**config.mk**
```make
export PLATFORM = sky130hd
export DESIGN_NAME = sindoku_board_ctrl
export DESIGN_NICKNAME = d
export VERILOG_FILES = /design/src/rtl/sindoku_pkg.sv /design/src/rtl/sindoku_group_check.sv /design/src/rtl/sindoku_board_ctrl.sv
export SDC_FILE = /design/constraint.sdc
export NUM_CORES = 1
export LEC_CHECK = 0
export ABC_AREA = 1
export CORE_UTILIZATION = 65
export DETAILED_ROUTE_END_ITERATION = 8
export PLACE_DENSITY = 0.95
export SLEW_MARGIN = 20
export SYNTH_ARGS = -nofsm -noshare
export SYNTH_HDL_FRONTEND = slang
export SYNTH_SLANG_ARGS = --single-unit
```
**constraint.sdc**
```tcl
create_clock -name Clk -period 4.93 [get_ports Clk]
set_input_delay 0.493 -clock Clk [delete_from_list [all_inputs] [get_ports Clk]]
set_output_delay 0.493 -clock Clk [all_outputs]
set_load 0.02 [all_outputs]
```
**src/rtl/sindoku_pkg.sv**
```systemverilog
// Shared types and constants for the 4x4 SINdoku game core.
// Holds the state encoding, default puzzle and group-to-cell table.
package sindoku_pkg;

  localparam int CW      = 3;
  localparam int NUM_GRP = 12;

  localparam logic [63:0] DEF_PUZZLE =
    64'h1004_0400_0040_4001;

  typedef enum logic [4:0] {
    S_I         = 5'b00001,
    S_SOLVE     = 5'b00010,
    S_CHECK     = 5'b00100,
    S_CORRECT   = 5'b01000,
    S_INCORRECT = 5'b10000
  } state_t;

  typedef logic [CW-1:0] cell_t;

  // rows, then cols, then 2x2 boxes in row-major box order
  localparam logic [3:0] GRP_TBL [NUM_GRP][4] = '{
    '{4'd0,  4'd1,  4'd2,  4'd3},
    '{4'd4,  4'd5,  4'd6,  4'd7},
    '{4'd8,  4'd9,  4'd10, 4'd11},
    '{4'd12, 4'd13, 4'd14, 4'd15},
    '{4'd0,  4'd4,  4'd8,  4'd12},
    '{4'd1,  4'd5,  4'd9,  4'd13},
    '{4'd2,  4'd6,  4'd10, 4'd14},
    '{4'd3,  4'd7,  4'd11, 4'd15},
    '{4'd0,  4'd1,  4'd4,  4'd5},
    '{4'd2,  4'd3,  4'd6,  4'd7},
    '{4'd8,  4'd9,  4'd12, 4'd13},
    '{4'd10, 4'd11, 4'd14, 4'd15}
  };

endpackage

```
**src/rtl/sindoku_group_check.sv**
```systemverilog
// Combinational pass test for one group of four cells.
// Passes only when the values 1..4 each appear exactly once.
module sindoku_group_check
  import sindoku_pkg::*;
(
  input  logic [2:0] c0,
  input  logic [2:0] c1,
  input  logic [2:0] c2,
  input  logic [2:0] c3,
  output logic       pass
);

  function automatic logic [3:0] onehot(
    input cell_t v
  );
    case (v)
      3'd1:    onehot = 4'b0001;
      3'd2:    onehot = 4'b0010;
      3'd3:    onehot = 4'b0100;
      3'd4:    onehot = 4'b1000;
      default: onehot = 4'b0000;
    endcase
  endfunction

  assign pass = (onehot(c0) | onehot(c1) |
                 onehot(c2) | onehot(c3))
                == 4'b1111;

endmodule

```
**src/rtl/sindoku_board_ctrl.sv**
```systemverilog
// SINdoku board controller: cursor, guarded entry and
// a sequential 12-group solution check with one-hot status.
module sindoku_board_ctrl
  import sindoku_pkg::*;
#(
  parameter logic [63:0] PUZZLE = DEF_PUZZLE,
  parameter int          N_GRP  = NUM_GRP
) (
  input  logic       Clk,
  input  logic       Reset_n,
  input  logic       R,
  input  logic       L,
  input  logic       U,
  input  logic       D,
  input  logic       C,
  input  logic       CheckSolu,
  input  logic [3:0] userIn,
  output logic       q_I,
  output logic       q_Solve,
  output logic       q_Check,
  output logic       q_Correct,
  output logic       q_Incorrect,
  output logic [1:0] cur_row,
  output logic [1:0] cur_col,
  output logic [3:0] cur_val,
  output logic       cur_given,
  output logic       wr_reject
);

  state_t      state;
  state_t      state_nx;
  cell_t       board [16];
  logic [15:0] given;
  logic [3:0]  gcnt;
  logic        fail;
  logic [3:0]  cidx;
  logic        do_wr;
  logic        rej_nx;
  logic        chk_start;
  logic        chk_step;
  logic        grp_pass;
  logic        last_grp;
  logic [1:0]  row_nx;
  logic [1:0]  col_nx;
  cell_t       gv [4];

  assign cidx     = {cur_row, cur_col};
  assign last_grp = gcnt == 4'(N_GRP - 1);

  always_comb begin
    state_nx  = state;
    do_wr     = 1'b0;
    rej_nx    = 1'b0;
    chk_start = 1'b0;
    chk_step  = 1'b0;
    row_nx    = cur_row;
    col_nx    = cur_col;
    unique case (state)
      S_I: state_nx = S_SOLVE;
      S_SOLVE: begin
        if (C) begin
          if (given[cidx] || userIn > 4'd4)
            rej_nx = 1'b1;
          else
            do_wr = 1'b1;
        end else begin
          if (R)      col_nx = cur_col + 2'd1;
          else if (L) col_nx = cur_col - 2'd1;
          else if (U) row_nx = cur_row - 2'd1;
          else if (D) row_nx = cur_row + 2'd1;
          if (CheckSolu) begin
            state_nx  = S_CHECK;
            chk_start = 1'b1;
          end
        end
      end
      S_CHECK: begin
        if (!CheckSolu) begin
          state_nx = S_SOLVE;
        end else begin
          chk_step = 1'b1;
          if (last_grp)
            state_nx = (fail || !grp_pass)
                     ? S_INCORRECT : S_CORRECT;
        end
      end
      S_CORRECT, S_INCORRECT: begin
        if (!CheckSolu) state_nx = S_SOLVE;
      end
      default: state_nx = S_I;
    endcase
  end

  always_ff @(posedge Clk or negedge Reset_n) begin
    if (!Reset_n) begin
      state     <= S_I;
      given     <= '0;
      cur_row   <= '0;
      cur_col   <= '0;
      wr_reject <= 1'b0;
      gcnt      <= '0;
      fail      <= 1'b0;
      for (int k = 0; k < 16; k++)
        board[k] <= '0;
    end else begin
      state     <= state_nx;
      cur_row   <= row_nx;
      cur_col   <= col_nx;
      wr_reject <= rej_nx;
      if (state == S_I) begin
        for (int k = 0; k < 16; k++) begin
          board[k] <= PUZZLE[4*k +: CW];
          given[k] <= PUZZLE[4*k +: 4] != 4'd0;
        end
      end
      if (do_wr)
        board[cidx] <= userIn[CW-1:0];
      if (chk_start) begin
        gcnt <= '0;
        fail <= 1'b0;
      end else if (chk_step) begin
        gcnt <= gcnt + 4'd1;
        if (!grp_pass) fail <= 1'b1;
      end
    end
  end

  always_comb begin
    for (int i = 0; i < 4; i++)
      gv[i] = board[GRP_TBL[gcnt][i]];
  end

  sindoku_group_check u_grp (
    .c0   (gv[0]),
    .c1   (gv[1]),
    .c2   (gv[2]),
    .c3   (gv[3]),
    .pass (grp_pass)
  );

  assign q_I         = state[0];
  assign q_Solve     = state[1];
  assign q_Check     = state[2];
  assign q_Correct   = state[3];
  assign q_Incorrect = state[4];

  assign cur_val   = {1'b0, board[cidx]};
  assign cur_given = given[cidx];

endmodule

```
[Word level (Yosys, flattened, before mapping)]
Memory sizes are Yosys's and may differ from the RTL's.
Index checks and enable logic that the tools add are counted.
Cells by class
  reduce and logical (&&, ||, !) cells: 12
  $add $sub $neg: 5
  multiplexer cells: 54
  eq/ne operators: 28
  bitwise logic cells: 12
  order comparisons: 9
Operators with widths (number)
  $mux 48: 2
  $pmux 4 s4: 4
  $bmux 3 s4: 5
  $bwmux 48: 1
  $mux 3: 11
  $mux 16: 2
  $ge 5x5->1 const B: 6
  $mux 5: 6
  $not 4->5: 6
  $eq 3x2->1 const B: 8
  $pmux 5 s4: 1
  $mux 1: 14
  $demux 3 s4: 1
  $eq 3x1->1 const B: 4
  $eq 3x3->1 const B: 4
  $or 4x4->4: 3
  $eq 4x4->1 const B: 2
  $mux 2: 4
  $mux 4: 2
  $ne 2x2->1 const B: 4
  $reduce_bool 2->1: 3
  $eq 5x1->1 const B: 1
  $eq 5x2->1 const B: 1
  $eq 5x3->1 const B: 1
  other kinds (19): 24
Word-level totals
  register bits: 64
  memories kept: 1
  logic and storage cells: 144
  memory bits (read-only): 256
  input bits: 12
  output and inout port bits: 15
Memory list
  (name not given): depth 16, bits a word 16, read ports 1, clocked after Yosys merged registers in 0, wr ports 0, RTL line sindoku_board_ctrl.sv:130  | gv[i] = board[GRP_TBL[gcnt][i]];

[Logic depth before layout (Yosys ltp)]
Gate-level depths: netlist (run 1).
  word-level depth: 20
  depth in mapped cells: 18
  gate-level depth less buffers: 17

[Cells and area by module]
A second synthesis (run 1) with hierarchy kept.
Unflattened totals
  cell total of the unflattened synthesis: 1040
  area total of the unflattened synthesis: 5933.2 µm²
By module, submodules not included
  sindoku_board_ctrl: area an instance 5718.0 µm², times used 1, cells an instance 986
  sindoku_group_check: area an instance 215.2 µm², times used 1, cells an instance 54

[Worst setup path before layout (run 1)]
Ideal clock, no wire load.
  path type: register to register
  start: register cur_row[0]
  end: register board[36] (netlist bit)
  data arrival time: 2.248 ns
  clock period less this slack: 2.332 ns
  setup time: 0.084 ns
  setup slack: 2.598 ns
  stages on the path, launching flop included: 11
  cell sequence: dfrtp_1 inv_1 nor2_1 nor2_1 a221oi_1 nor3_1 nand2_1 nor2_1 nand3_1 nand3_1 o21ai_0
On the way
  cells in the longest elaborated chain, start to end: 7
Ends and longest elaborated chain
  start: declaration: RTL line sindoku_board_ctrl.sv:23  | output logic [1:0] cur_row,
  start signal: assignment: RTL line sindoku_board_ctrl.sv:107  | cur_row <= row_nx;
  $bmux 1 s4
  $mux 1
  named net cur_given: RTL line sindoku_board_ctrl.sv:26  | output logic cur_given,
  $logic_or 1x1->1: RTL line sindoku_board_ctrl.sv:62  | if (given[cidx] || userIn > 4'd4)
  $mux 1: RTL line sindoku_board_ctrl.sv:62
  $mux 1: RTL line sindoku_board_ctrl.sv:61  | if (C) begin
  $mux 1: RTL line sindoku_board_ctrl.sv:58  | unique case (state)
  $mux 48: RTL line sindoku_board_ctrl.sv:116  | if (do_wr)
  end signal: indexed assignment: RTL line sindoku_board_ctrl.sv:112  | board[k] <= PUZZLE[4*k +: CW];
  end signal: indexed assignment: RTL line sindoku_board_ctrl.sv:117  | board[cidx] <= userIn[CW-1:0];
  end: declaration: RTL line sindoku_board_ctrl.sv:32  | cell_t board [16];
The timed path passes the listed nets, and every way through them passes these cells. The select of a mux whose other input is x is not followed.
A chain may end at the register's enable or synchronous reset.

[Worst setup path after layout (run 1)]
  start: register gcnt[0]
  end: register fail
On the way
  cells in the longest elaborated chain, start to end: 16
Ends and longest elaborated chain
  start: declaration: RTL line sindoku_board_ctrl.sv:34  | logic [3:0] gcnt;
  start signal: assignment: RTL line sindoku_board_ctrl.sv:122  | gcnt <= gcnt + 4'd1;
  $not 4->5 (implied by the code) (*): RTL line sindoku_board_ctrl.sv:130
  $mem_v2 16x16 (*)
  $mux 16 (implied by the code) (*) (2 in a row): RTL line sindoku_board_ctrl.sv:130
  $not 4->5 (implied by the code): RTL line sindoku_board_ctrl.sv:130
  $bmux 3 s4: RTL line sindoku_board_ctrl.sv:130
  $mux 3 (implied by the code) (2 in a row): RTL line sindoku_board_ctrl.sv:130
  $eq 3x3->1 (tied with other cells): RTL line sindoku_group_check.sv:16  | case (v)
  $pmux 4 s4: RTL line sindoku_group_check.sv:16
  $or 4x4->4 (2 in a row): RTL line sindoku_group_check.sv:25  | assign pass = (onehot(c0) | onehot(c1) |
  $or 4x4->4 (*): RTL line sindoku_group_check.sv:26  | onehot(c2) | onehot(c3))
  $eq 4x4->1 (*): RTL line sindoku_group_check.sv:27  | == 4'b1111;
  $ne 2x2->1 (no source line) (*)
  $reduce_and 2->1 (no source line) (*)
  end signal: assignment: RTL line sindoku_board_ctrl.sv:102  | fail <= 1'b0;
  end signal: assignment: RTL line sindoku_board_ctrl.sv:120  | fail <= 1'b0;
  end signal: assignment: RTL line sindoku_board_ctrl.sv:123  | if (!grp_pass) fail <= 1'b1;
  end: declaration: RTL line sindoku_board_ctrl.sv:35  | logic fail;
Every way passes the cells marked *; elsewhere a longest branch is shown, timed or not. The select of a mux whose other input is x is not followed.

==> flow_metrics.py, run 1 <==
metrics = {
    "status": {
        "outcome": "finished clean",
    },
    "global_routing": {
        "grt.overflow.total": 0,
        "gr-usage-all-layers": 0.4505,
        "antenna_found_initial": 0,
        "grt_max_degree": 65,
        "grt_pass1_vias": 5285,
        "grt_pass1_wl_microns": 26140,
    },
    "clocking": {
        "clock_sinks": 64,
        "cts_tree": "done",
        "cts_hold_buf": 0,
        "post_cts_buffers": 0,
        "worst_skew_pair.late_latency_ps": 360,
        "clkSlewWorstSetupHoldPaths_ps": 80,
        "cts_resized": 0,
        "cts_buffer_depth": 2,
        "numCtsBuffers": 9,
        "clk_root_buffer_cell": "clkbuf_8",
        "htree_levels": 3,
    },
    "synth": {
        "synth_area_sq_um": 4777,
        "synthFlopType": "dfrtp_1",
        "syn_nets": 783,
        "async_reset_ff_frac": 1.000,
        "ys_seq_elements": 64,
        "synth.top_cell.area_share": 0.3300,
        "yosys_warnings": 0,
        "syn-instance-count": 770,
        "syn_area_per_cell_sq_um": 6.204,
        "synth_edf_count": 0,
        "yosysMostFrequentCell": "nand2_1",
        "synthTopCellsByArea": "dfrtp_1 (33%), nand2_1 (23%), nand3_1 (16%)",
        "ys_seq_area_frac": 0.3355,
        "synth_cell_types": 33,
        "synth_common_cells": "nand2_1 (291), nand3_1 (154), dfrtp_1 (63)",
        "synth_top_cell_by_area": "dfrtp_1",
    },
    "setup_path": {
        "crit_fanout": 25,
        "cp-end-kind": "register",
        "critPathLaunchType": "register",
        "crit_buf_inv": 1,
        "slowest_stage": "o21ai_0",
        "slowest_delay_ps": 710,
        "cp_top_family": "simple AND/OR/NAND/NOR gates",
        "cp_data_required_time_ps": 5170,
        "crit_path_frequent_cell": "nand3_1",
        "cp.arrival_ps": 3630,
        "crit_type": "register to register",
        "worstPathCellList": "inv_2 -> nand3_1 -> o21ai_0 -> nand2_1 -> nand3_1 -> nand3_1 -> nand2_1 -> nand3_1 -> nand2_1 -> nor2_1 -> nor2_1 -> nand3_1 -> nor2b_1",
    },
    "floorplan": {
        "die_area_sq_um": 7697,
        "fp.dieW_microns": 87.73,
        "die_h_microns": 87.73,
        "rows": 30,
        "ios": 27,
        "initial_core_util": 0.6879,
        "fp.coreArea_sq_um": 6944,
    },
    "detailed_routing": {
        "vias": 5705,
        "routed_wl_microns": 16040,
        "drtIter0Drc": 750,
        "firstDrtPassIters": 7,
        "ant_nets": 0,
        "wl_per_cell_microns": 18.27,
        "vias_per_cell": 6.498,
        "post-route-drc-count": 0,
    },
    "cells_and_area": {
        "fin_area_sq_um": 5185,
        "drive_gt1_frac": 0.04220,
        "nets": 790,
        "insertedDiodeCount": 0,
        "area_growth_pct": 8.538,
    },
    "hold_path": {
        "hp-class": "input port to async pin",
    },
    "sta": {
        "setup_viol": 0,
        "rsz0062_at_grt": "false",
        "fin_skew_ps": 11.42,
        "slew_viol_final": 0,
        "tns_ps": 0,
        "fmaxAchievable_mhz": 295.0,
        "hold_viol": 0,
        "fin_crit_sh": 0.6876,
        "slew_headroom": 0.3576,
        "fin_crit_ps": 3390,
        "fin_hold_ws_ps": 311.0,
        "max_slew.worst_pin.slew_ps": 960.9,
    },
    "placement": {
        "hpwl_microns": 11650,
        "placedInstanceArea_sq_um": 5009,
        "place_congestion": 1.022,
        "io_buffer_count": 25,
    },
    "power_and_ir_drop": {
        "peakVddDrop_mv": 0.4333,
        "total_power_mw": 2.621,
        "p_per_area_nw_per_um2": 505.5,
        "leakage_nw": 2.474,
    },
    "flow_run": {
        "cap_violations": 0,
    },
}
cell usage in the layout (no fill, tap or decap), types with 2 or more instances in the layout:
cell / count
buf_4: 2
a31oi_1: 2
a22oi_1: 10
o21ai_1: 2
nor2_2: 3
xor2_1: 3
a21oi_1: 14
o21ai_0: 53
inv_1: 51
nor4_1: 3
nand2_1: 291
o221ai_1: 10
or2_2: 2
nand4_1: 13
inv_2: 6
clkinv_2: 2
nand2_2: 2
nor2_1: 37
clkinvlp_4: 3
nor3_1: 9
dfrtp_1: 63
clkbuf_8: 10
nand3_1: 154
clkdlybuf4s50_1: 24
worst reg2reg max path, delay by kind of cell, from the launching register on:
family          cells  cell delay (ps)
flops               1              570
compound gates      1              720
buf+inv             1              210
simple gates       11             1760
worst paths after layout:
check / startpoint / to / slack [ps] / cells past startpoint
hold reg to reg: given[0]$_DFFE_PN0P_ / given[0]$_DFFE_PN0P_ / 490 / 1
max in group asynchronous: Reset_n / state[2]$_DFFE_PN0P_ / 4090 / 2
hold / removal: Reset_n / board[14]$_DFF_PN0_ / 310 / 2
setup reg to reg: gcnt[0]$_DFFE_PN0P_ / fail$_DFFE_PN0P_ / 1540 / 13
min in group Clk: given[0]$_DFFE_PN0P_ / given[0]$_DFFE_PN0P_ / 490 / 1
setup / recovery: gcnt[0]$_DFFE_PN0P_ / fail$_DFFE_PN0P_ / 1540 / 13
cell type report:
cell class / count / area [sq um]
tap: 96 / 120.1
fill: 576 / 1759
multi-input combinational: 617 / 2810
clock buffer: 11 / 141.4
inverter: 58 / 217.7
sequential: 64 / 1603
clock inverter: 5 / 32.53
timing repair buffer: 27 / 260.3
routing by layer:
metal / vias to the layer above / share of wire / track usage
li1: 2589 / - / -
met4: 0 / 0.055 / 0.2265
met1: 2633 / 0.39 / 0.5725
met5: - / 0 / 0
met3: 90 / 0.11 / 0.1461
met2: 393 / 0.44 / 0.6899
registers in the layout, summed over array words and instances (netlist names):
| register | cells |
|---|---|
| board | 48 |
| cur_col | 2 |
| cur_row | 2 |
| fail | 1 |
| gcnt | 4 |
| given | 1 |
| state | 5 |
| wr_reject | 1 |
kinds of logic after synthesis:
family,count (synthesis),synth area share
AOI/OAI and AO/OA,95,0.1152
adders and majority gates,1,0.002619
xor gates and xnor gates,4,0.007335
and+or+nand+nor,516,0.4612
buffers and inverters,89,0.07726
DFF,64,0.3355
other,1,0.0007850
through the flow:
| stage | worst slack [ps] | cells | util |
|---|---|---|---|
| floorplan | 2598 | 770 | - |
| global placement | 1800 | 862 | 0.7209 |
| detailed placement | 1717 | 862 | 0.7213 |
| CTS | 1550 | 878 | 0.7463 |
| global route | 1322 | 878 | 0.7467 |
| finish | 1540 | 878 | 0.7467 |
report_power, final:
| part | leakage [nW] | internal (mW) | total (mW) | switching (mW) |
|---|---|---|---|---|
| Sequential | 0.842 | 0.576 | 0.667 | 0.0910 |
| Clock | 0.0813 | 0.194 | 0.421 | 0.227 |
| Combinational | 1.55 | 0.455 | 1.53 | 1.08 |
| Total | 2.47 | 1.23 | 2.62 | 1.39 |
No activity file was read; power rests on OpenSTA's default activity.
==> run 2, diff against run 1 <==
--- a/config.mk
+++ b/config.mk
@@ -6,9 +6,9 @@
 export NUM_CORES = 1
 export LEC_CHECK = 0
 export ABC_AREA = 1
-export CORE_UTILIZATION = 65
+export CORE_UTILIZATION = 61
 export DETAILED_ROUTE_END_ITERATION = 8
-export PLACE_DENSITY = 0.95
+export PLACE_DENSITY = 0.91
 export SLEW_MARGIN = 20
 export SYNTH_ARGS = -nofsm -noshare
 export SYNTH_HDL_FRONTEND = slang
==> constraint.sdc (replaced) <==
create_clock -name Clk -period 3.3 [get_ports Clk]
set_input_delay 0.33 -clock Clk [delete_from_list [all_inputs] [get_ports Clk]]
set_output_delay 0.33 -clock Clk [all_outputs]
set_load 0.02 [all_outputs]
==> flow_metrics.py, run 2 (synthesis gave the netlist of run 1 again) <==
metrics = {
    "global_routing": {
        "grt.overflow.total": 0,
        "grt_max_degree": 46,
        "gr-usage-all-layers": 0.4377,
        "grt_pass1_wl_microns": 27840,
        "grt_pass1_vias": 5437,
        "antenna_found_initial": 0,
    },
    "cells_and_area": {
        "regMostFlops": "board",
        "insertedDiodeCount": 0,
        "drive_gt1_frac": 0.05764,
        "final_cell_mix": "nand2_1 (291), nand3_1 (154), dfrtp_1 (63)",
        "nets": 806,
        "largest_reg_flops": 48,
        "fill_cells": 626,
        "area_growth_pct": 11.39,
        "reg.largest.list": "board: 48 flops, state: 5 flops, gcnt: 4 flops",
        "final_util": 0.7183,
        "final_common_cell": "nand2_1",
    },
    "detailed_routing": {
        "vias_per_cell": 6.543,
        "wl_per_cell_microns": 19.41,
        "routed_wl_microns": 17410,
        "post-route-drc-count": 0,
        "vias": 5869,
        "firstDrtPassIters": 8,
        "ant_nets": 0,
        "drtIter0Drc": 842,
    },
    "hold_path": {
        "worstHoldPathCells": 1,
        "hold-path-endpoint": "given[0]$_DFFE_PN0P_",
        "min-delay-start": "given[0]$_DFFE_PN0P_",
        "hp-class": "register to register",
    },
    "sta": {
        "slew_viol_final": 0,
        "fin_crit_ps": 3078,
        "hold_viol": 0,
        "fin_skew_ps": 19.45,
        "setup_viol": 0,
        "rsz0062_at_grt": "false",
        "tns_ps": 0,
        "fmaxAchievable_mhz": 324.8,
        "max_slew.worst_pin.slew_ps": 717.5,
        "slew_headroom": 0.5210,
        "fin_crit_sh": 0.9328,
    },
    "clocking": {
        "cts_hold_buf": 1,
        "worst_skew_pair.late_latency_ps": 360,
        "cts_buffer_depth": 2,
        "numCtsBuffers": 9,
        "cts_tree": "done",
        "cts_resized": 0,
        "clkSlewWorstSetupHoldPaths_ps": 80,
        "clock_sinks": 64,
        "post_cts_buffers": 0,
        "htree_levels": 3,
        "clk_root_buffer_cell": "clkbuf_8",
    },
    "status": {
        "outcome": "finished clean",
    },
    "power_and_ir_drop": {
        "leakage_nw": 2.565,
        "p_per_area_nw_per_um2": 782.1,
        "peakVddDrop_mv": 0.6383,
    },
    "floorplan": {
        "fp.coreArea_sq_um": 7408,
        "rows": 31,
        "ios": 27,
        "initial_core_util": 0.6448,
        "die_h_microns": 90.50,
        "die_area_sq_um": 8189,
        "fp.dieW_microns": 90.50,
    },
    "setup_path": {
        "regToRegSetupSlack_ps": 280,
        "ff2ff_path_depth": 12,
        "r2r-end": "board[42]$_DFF_PN0_",
        "cp_data_required_time_ps": 2970,
        "cp.arrival_ps": 2750,
        "crit_type": "register to output port",
        "cp-end-kind": "output port",
        "critPathLaunchType": "register",
        "r2r-start": "cur_col[0]$_DFFE_PN0P_",
        "crit_fanout": 14,
    },
    "placement": {
        "io_buffer_count": 25,
        "place_congestion": 1.034,
        "hpwl_microns": 12320,
    },
    "flow_run": {
        "cap_violations": 0,
    },
}
run 2: worst max-delay path, stage by stage (launching register included):
cell	delay, ps
dfrtp_1	520
inv_1	100
nand2_1	460
nand2_1	210
a221oi_1	420
clkdlybuf4s50_1	680
run 2: area by class of cell:
cell class	count	area, sq um	area share
clock buffer	10	127.6	0.02398
clock inverter	6	61.31	0.01152
inverter	58	217.7	0.04091
multi-input combinational	617	2805	0.5272
sequential	64	1603	0.3012
tap	99	123.9	0.02328
timing repair buffer	43	382.9	0.07195
run 2: worst max-delay path by stage:
stage | cells after the start | from | slack (ps) | to
2_1_floorplan | 10 | cur_row[0]$_DFFE_PN0P_ | 970 | board[36]$_DFF_PN0_
3_3_place_gp | 11 | cur_col[0]$_DFFE_PN0P_ | 720 | board[36]$_DFF_PN0_
3_5_place_dp | 12 | cur_col[0]$_DFFE_PN0P_ | 580 | board[42]$_DFF_PN0_
4_1_cts | 5 | cur_col[0]$_DFFE_PN0P_ | 260 | cur_given
5_1_grt | 12 | cur_col[0]$_DFFE_PN0P_ | 130 | board[42]$_DFF_PN0_
6_report | 5 | cur_col[0]$_DFFE_PN0P_ | 220 | cur_given
run 2: power breakdown:
group	internal [mW]	switching (mW)	leakage, nW
clock	0.347	0.355	0.0960
sequential	0.861	0.111	0.842
combinational	0.745	1.74	1.63
total	1.95	2.21	2.57
run 2: metrics by stage:
step | worst slack (ps) | hold WS (ps) | area [sq um] | instances | power (mW)
4_1_cts | 256.8 | 477.7 | 5321 | 897 | 4.064
6_report | 221.6 | 483.2 | 5321 | 897 | 4.162
2_1_floorplan | 968.3 | 34.41 | 4777 | 770 | 2.604
3_5_place_dp | 580.3 | 372.8 | 5122 | 880 | 3.359
3_3_place_gp | 723.3 | 363.8 | 5122 | 880 | 3.312
5_1_grt | 126.6 | 500.4 | 5321 | 897 | 4.369
run 2: routing by layer:
metal / wire length [microns] / global-route usage / vias up
li1: - / - / 2621
met1: 6849 / 0.5900 / 2671
met2: 7823 / 0.6679 / 477
met3: 2016 / 0.1044 / 100
met4: 720 / 0.1976 / 0
met5: 0 / 0 / -
